--- src/rtl/mem_seq_pkg.sv ---
`default_nettype none
// ============================================================================
//  Module      : mem_seq_pkg
//  Description : Shared types and constants for the memory access sequencer.
//                Contains the FSM state encoding, the phase lengths, the core
//                func codes and the store predicate.
//  Revision    : 1.0 - initial release
// ============================================================================
package mem_seq_pkg;

  // Width of the bit index / phase counter
  localparam int IDX_W = 5;

  // Lengths of the single-cycle phases
  localparam int SETUP_LEN  = 1;
  localparam int CHECK_LEN  = 1;
  localparam int COMMIT_LEN = 1;
  localparam int FIN_LEN    = 1;

  // Core func encoding: five loads followed by three stores
  localparam logic [2:0] FUNC_LB  = 3'b000;
  localparam logic [2:0] FUNC_LH  = 3'b001;
  localparam logic [2:0] FUNC_LW  = 3'b010;
  localparam logic [2:0] FUNC_LBU = 3'b011;
  localparam logic [2:0] FUNC_LHU = 3'b100;
  localparam logic [2:0] FUNC_SB  = 3'b101;
  localparam logic [2:0] FUNC_SH  = 3'b110;
  localparam logic [2:0] FUNC_SW  = 3'b111;

  typedef enum logic [2:0] {
    ST_IDLE   = 3'd0,
    ST_SETUP  = 3'd1,
    ST_ADDR   = 3'd2,
    ST_CHECK  = 3'd3,
    ST_DATA   = 3'd4,
    ST_COMMIT = 3'd5,
    ST_FIN    = 3'd6
  } state_t;

  // True for the store access types
  function automatic logic is_store(input logic [2:0] f);
    return (f == FUNC_SB) || (f == FUNC_SH) || (f == FUNC_SW);
  endfunction

  // Last bit index of each timed phase; the counter's terminal compare value
  function automatic logic [IDX_W-1:0] phase_last(input state_t s,
                                                  input int addr_bits,
                                                  input int data_bits);
    case (s)
      ST_SETUP:  return IDX_W'(SETUP_LEN - 1);
      ST_ADDR:   return IDX_W'(addr_bits - 1);
      ST_CHECK:  return IDX_W'(CHECK_LEN - 1);
      ST_DATA:   return IDX_W'(data_bits - 1);
      ST_COMMIT: return IDX_W'(COMMIT_LEN - 1);
      ST_FIN:    return IDX_W'(FIN_LEN - 1);
      default:   return '0;
    endcase
  endfunction

endpackage
`default_nettype wire

--- src/rtl/mem_access_sequencer_bit_counter.sv ---
`default_nettype none
// ============================================================================
//  Module      : bit_counter
//  Description : Phase bit counter with synchronous clear, count enable and
//                a terminal-count compare against a supplied value.
//  Revision    : 1.0 - initial release
// ============================================================================
module bit_counter
  import mem_seq_pkg::*;
(
  input  logic             clk,
  input  logic             rst_n,
  input  logic             clr,
  input  logic             en,
  input  logic [IDX_W-1:0] tc_val,
  output logic [IDX_W-1:0] count,
  output logic             tc
);

  logic [IDX_W-1:0] cnt_d;
  logic [IDX_W-1:0] cnt_q;

  // Next count: clear wins over increment
  always_comb begin
    cnt_d = cnt_q;
    if (clr) begin
      cnt_d = '0;
    end else if (en) begin
      cnt_d = cnt_q + 1'b1;
    end
  end

  // Counter register
  always_ff @(posedge clk or negedge rst_n) begin
    if (!rst_n) begin
      cnt_q <= '0;
    end else begin
      cnt_q <= cnt_d;
    end
  end

  assign count = cnt_q;
  assign tc    = (cnt_q == tc_val);

endmodule
`default_nettype wire

--- src/rtl/mem_access_sequencer.sv ---
`default_nettype none
// ============================================================================
//  Module      : mem_access_sequencer
//  Description : Bit-serial load/store sequencer. Streams the address into
//                the serialiser, then either routes returned data bits to the
//                register file (loads) or streams rs2 bits in and pulses the
//                memory write (stores).
//  Revision    : 1.0 - initial release
// ============================================================================
module mem_access_sequencer
  import mem_seq_pkg::*;
#(
  parameter int ADDR_BITS = 12,
  parameter int DATA_BITS = 32
) (
  input  logic       clk,
  input  logic       rst_n,
  input  logic       start,
  input  logic [2:0] func,
  input  logic       addr_bit,
  input  logic       rs2_bit,
  output logic [4:0] bit_idx,
  output logic [2:0] ser_func,
  output logic       ser_mode,
  output logic       ser_data_in_bit,
  input  logic       ser_data_out_bit,
  input  logic       ser_mem_misaligned,
  output logic       rd_bit,
  output logic       rd_we,
  output logic       mem_we,
  output logic       busy,
  output logic       done,
  output logic       error
);

  state_t           state_d, state_q;
  logic [2:0]       func_d, func_q;
  logic             error_d, error_q;
  logic             busy_d, busy_q;
  logic             done_d, done_q;
  logic             ser_mode_d, ser_mode_q;
  logic             rd_we_d, rd_we_q;
  logic             mem_we_d, mem_we_q;

  logic [IDX_W-1:0] cnt;
  logic [IDX_W-1:0] cnt_tc_val;
  logic             cnt_tc;
  logic             cnt_clr;
  logic             cnt_en;

  // Every phase ends when the counter hits that phase's last index; the
  // counter restarts from zero whenever the state changes
  assign cnt_tc_val = phase_last(state_q, ADDR_BITS, DATA_BITS);
  assign cnt_clr    = (state_d != state_q);
  assign cnt_en     = (state_q != ST_IDLE);

  bit_counter u_bit_counter (
    .clk    (clk),
    .rst_n  (rst_n),
    .clr    (cnt_clr),
    .en     (cnt_en),
    .tc_val (cnt_tc_val),
    .count  (cnt),
    .tc     (cnt_tc)
  );

  // Next-state, latched request and output decode from the next state so
  // the phase flags are registered and line up with the state register
  always_comb begin
    state_d = state_q;
    func_d  = func_q;
    error_d = error_q;
    case (state_q)
      ST_IDLE: begin
        if (start) begin
          state_d = ST_SETUP;
          func_d  = func;
          error_d = 1'b0;
        end
      end
      ST_SETUP: begin
        if (cnt_tc) state_d = ST_ADDR;
      end
      ST_ADDR: begin
        if (cnt_tc) state_d = ST_CHECK;
      end
      ST_CHECK: begin
        if (cnt_tc) begin
          if (ser_mem_misaligned) begin
            error_d = 1'b1;
            state_d = ST_FIN;
          end else begin
            state_d = ST_DATA;
          end
        end
      end
      ST_DATA: begin
        if (cnt_tc) state_d = is_store(func_q) ? ST_COMMIT : ST_FIN;
      end
      ST_COMMIT: begin
        if (cnt_tc) state_d = ST_FIN;
      end
      ST_FIN: begin
        if (cnt_tc) state_d = ST_IDLE;
      end
      default: begin
        state_d = ST_IDLE;
      end
    endcase

    busy_d     = (state_d != ST_IDLE);
    done_d     = (state_d == ST_FIN);
    ser_mode_d = (state_d == ST_SETUP) || (state_d == ST_ADDR);
    rd_we_d    = (state_d == ST_DATA) && !is_store(func_d);
    mem_we_d   = (state_d == ST_COMMIT);
  end

  // FSM and registered status outputs; reset aborts any access in flight
  always_ff @(posedge clk or negedge rst_n) begin
    if (!rst_n) begin
      state_q    <= ST_IDLE;
      func_q     <= 3'b000;
      error_q    <= 1'b0;
      busy_q     <= 1'b0;
      done_q     <= 1'b0;
      ser_mode_q <= 1'b0;
      rd_we_q    <= 1'b0;
      mem_we_q   <= 1'b0;
    end else begin
      state_q    <= state_d;
      func_q     <= func_d;
      error_q    <= error_d;
      busy_q     <= busy_d;
      done_q     <= done_d;
      ser_mode_q <= ser_mode_d;
      rd_we_q    <= rd_we_d;
      mem_we_q   <= mem_we_d;
    end
  end

  // Serial data paths pass straight through during their phase
  always_comb begin
    ser_data_in_bit = 1'b0;
    rd_bit          = 1'b0;
    if (state_q == ST_ADDR) begin
      ser_data_in_bit = addr_bit;
    end else if (state_q == ST_DATA) begin
      if (is_store(func_q)) begin
        ser_data_in_bit = rs2_bit;
      end else begin
        rd_bit = ser_data_out_bit;
      end
    end
  end

  assign bit_idx  = cnt;
  assign ser_func = func_q;
  assign ser_mode = ser_mode_q;
  assign rd_we    = rd_we_q;
  assign mem_we   = mem_we_q;
  assign busy     = busy_q;
  assign done     = done_q;
  assign error    = error_q;

endmodule
`default_nettype wire

--- config.mk ---
export PLATFORM = sky130hd
export DESIGN_NAME = mem_access_sequencer
export DESIGN_NICKNAME = d
export VERILOG_FILES = /design/src/rtl/mem_seq_pkg.sv /design/src/rtl/mem_access_sequencer_bit_counter.sv /design/src/rtl/mem_access_sequencer.sv
export SDC_FILE = /design/constraint.sdc
export NUM_CORES = 1
export LEC_CHECK = 0
export ABC_AREA = 0
export CAP_MARGIN = 20
export CORE_MARGIN = 2
export CORE_UTILIZATION = 46
export CTS_CLUSTER_DIAMETER = 80
export DETAILED_ROUTE_END_ITERATION = 7
export PLACE_DENSITY = 0.84
export SLEW_MARGIN = 20
export SYNTH_ARGS = -nofsm -noshare
export SYNTH_HDL_FRONTEND = slang
export SYNTH_SLANG_ARGS = --single-unit
--- constraint.sdc ---
create_clock -name clk -period 2.94 [get_ports clk]
set_clock_uncertainty 0.05 [all_clocks]
set_input_delay 0.882 -clock clk [delete_from_list [all_inputs] [get_ports clk]]
set_output_delay 0.882 -clock clk [all_outputs]
set_load 0.02 [all_outputs]
==> out/qor.yml <==
status:
  status: "finished clean"
cts:
  clk_pin_slew_worst_paths_ns: 0.10
  clk_path_buf_depth: 2
  htree_num_levels: 1
  cts_root_buf: "clkbuf_4"
  clkLatencyLatePin_ns: 0.28
  postCtsSetupBuffers: 0
  cts_inserted_buffers: 3
  cts_tree: "built"
  cts.sinks: 17
  cts_hold_buf: 0
die:
  core_um2: 1902
  rows: 16
  die-area_um2: 2337
  die_x_um: 48.35
  pin_count: 26
  initial_core_util_pct: 47.57
  die_h_um: 48.35
yosys:
  synth_top_cells_by_area: "dfrtp_1, mux2_2, nor2_1"
  synth_compound_area_share_pct: 12.86
  yosysTopAreaCellShare_pct: 47.03
  syn_inst: 90
  synth_simple_gate_area_share_pct: 21.16
  ys.flop_type: "dfrtp_1"
  yosys_warnings: 0
  synth_top_cell_by_area: "dfrtp_1"
  synth_top_family_by_area: "simple AND/OR/NAND/NOR gates"
  ys_seq_area_share_pct: 47.03
  synth_cell_types: 35
  syn_area_um2: 904.6
  async_flop_share_pct: 100.0
  synth-adder-area-share_pct: 1.383
  ys_ff_latch: 17
  synthMuxAreaShare_pct: 7.746
  avgSynthCellArea_um2: 10.05
  syn_nets: 101
  synth_xor_area_share_pct: 4.841
  synth_edf_count: 0
grt:
  grt_pass1_vias: 764
  grt.busiest_layer: "met2"
  antenna_found_initial: 0
  grt_use_met1_pct: 22.00
  overflow: 0
  gr-usage-met3_pct: 3.704
  grt_pass1_wl_mm: 3.249
  grt_start_max_net_pins: 18
  grt_use_total_pct: 17.68
  use_met2_pct: 29.17
worst_setup_path:
  path_class: "in -> out"
  r2r_setup_slack_ns: 0.41
  critPathLaunchType: "primary input"
  critPathMaxFanout: 1
  cp-end-kind: "output pin"
  arrival_ns: 1.85
  required_ns: 2.01
layout:
  n_antenna_cell: 0
  drive_above_1_share_pct: 10.26
  nNetsFinal: 129
  areaGrowthSynthToFinish_pct: 31.12
  fill_cells: 166
  utilization_pct: 62.37
timing:
  finalHoldViolations: 0
  grt_setup_unrepaired: "no"
  maxSlewHeadroom_pct: 49.54
  hold_slack_ns: 0.4863
  period_needed_ns: 2.777
  setup_slack_ns: 0.1630
  setup_viol: 0
  max_clock_freq_ghz: 0.3601
  drv_slew: 0
  fin_tns_setup_ns: 0
  fin_crit_sh_pct: 94.46
  worst_pin_slew_ns: 0.7546
placement:
  hpwl_mm: 1.375
  gp_congestion: 0.8751
  port_buffers: 25
  pre_cts_ws_ns: -0.2638
routing:
  drtPass1Iterations: 4
  drtIter0Drc: 11
  drc: 0
  via_per_inst: 5.431
  wl_per_cell_um: 13.08
  ant_nets: 0
  vias: 782
  wl_mm: 1.884
pwr:
  total_power_uw: 1299
  ir_drop_mv: 0.5521
  pwr_density_cell_nw_per_um2: 1095
  leakagePower_uw: 0.0005148
min_path:
  hold_class: "reg -> reg"
run:
  drv_cap: 0
registers in the layout (all words and copies together), names as in the netlist:
signal and cells:
ser_mode 1, mem_we 1, error 1, u_bit_counter.count 5, ser_func 3, rd_we 1, done 1, busy 1
state_q 3
cells in the final DEF, fill, tap and decap left out, drive strengths merged, types with 2 or more instances in the layout:
master,synthesis,routed
xor2,3,3
and2,2,2
nand2,7,7
or2,2,2
dfrtp,17,17
a21oi,3,3
xnor2,2,2
o22ai,2,2
nand3,5,5
mux2,5,5
nor3,2,2
o21ai,3,3
clkdlybuf4s50,0,23
o211ai,2,2
clkbuf,0,5
nand4,2,2
o221ai,2,2
inv,6,6
nor2,9,9
cell families after synthesis:
logic type	count (synthesis)
xor+xnor	5
buf+inv	8
compound gates	17
mux	6
simple gates	36
fa+ha+maj	1
flops	17
stage by stage:
step                std cells  instance area [um^2]
floorplan                  90                 904.6
global placement          140                  1166
detailed placement        140                  1166
CTS                       144                  1190
global route              144                  1186
finish                    144                  1186
cells in the mapped netlist, drive strengths merged, types with 2 or more instances:
master	number
inv	6
o21ai	3
and2	2
o211ai	2
nand4	2
buf	2
nor2	9
nor3	2
o22ai	2
o221ai	2
nand3	5
mux2	5
xnor2	2
xor2	3
nand2	7
dfrtp	17
a21oi	3
or2	2
where the power goes:
| part | total [uW] | leakage, uW | switching [uW] | internal [uW] |
|---|---|---|---|---|
| logic | 720 | 0.000292 | 381 | 339 |
| registers | 457 | 0.000208 | 120 | 337 |
| clock network | 122 | 0.0000150 | 69.7 | 52.6 |
critical path, cell delays in order:
cell             delay, ns
clkdlybuf4s50_1       0.46
nand3_1               0.07
o22ai_1               0.13
and2_1                0.14
clkbuf_2              0.16
cell type report:
| class | instances | area, um^2 | share of cell area (%) |
|---|---|---|---|
| Clock buffer | 4 | 26.28 | 2.215 |
| Sequential cell | 17 | 425.4 | 35.86 |
| Tap cell | 27 | 33.78 | 2.848 |
| Timing Repair Buffer | 25 | 244.0 | 20.57 |
| Multi-Input combinational cell | 65 | 434.2 | 36.60 |
| Inverter | 6 | 22.52 | 1.899 |
what timing repair did:
action	in CTS	in global routing
setup endpoints to repair	2	1
resized for setup	2	2
gates cloned	0	0
metal layers:
layer	wire length, um	share of wire (%)	vias to the layer above
met1	857	45	382
li1	-	-	379
met4	19	1.0	0
met5	0	0	-
met2	928	49	19
met3	78	4.1	2
worst paths after layout:
kind	start	to	cells past startpoint
max in group asynchronous	rst_n	ser_func[2]	1
setup / recovery	rs2_bit	ser_data_in_bit	5
min in group asynchronous	rst_n	u_bit_counter.count[4]	1
hold reg to reg	error	error	2
setup reg to reg	state_q[2]	ser_mode	6
hold / removal	error	error	2
Power figures use the tool's default switching activity.
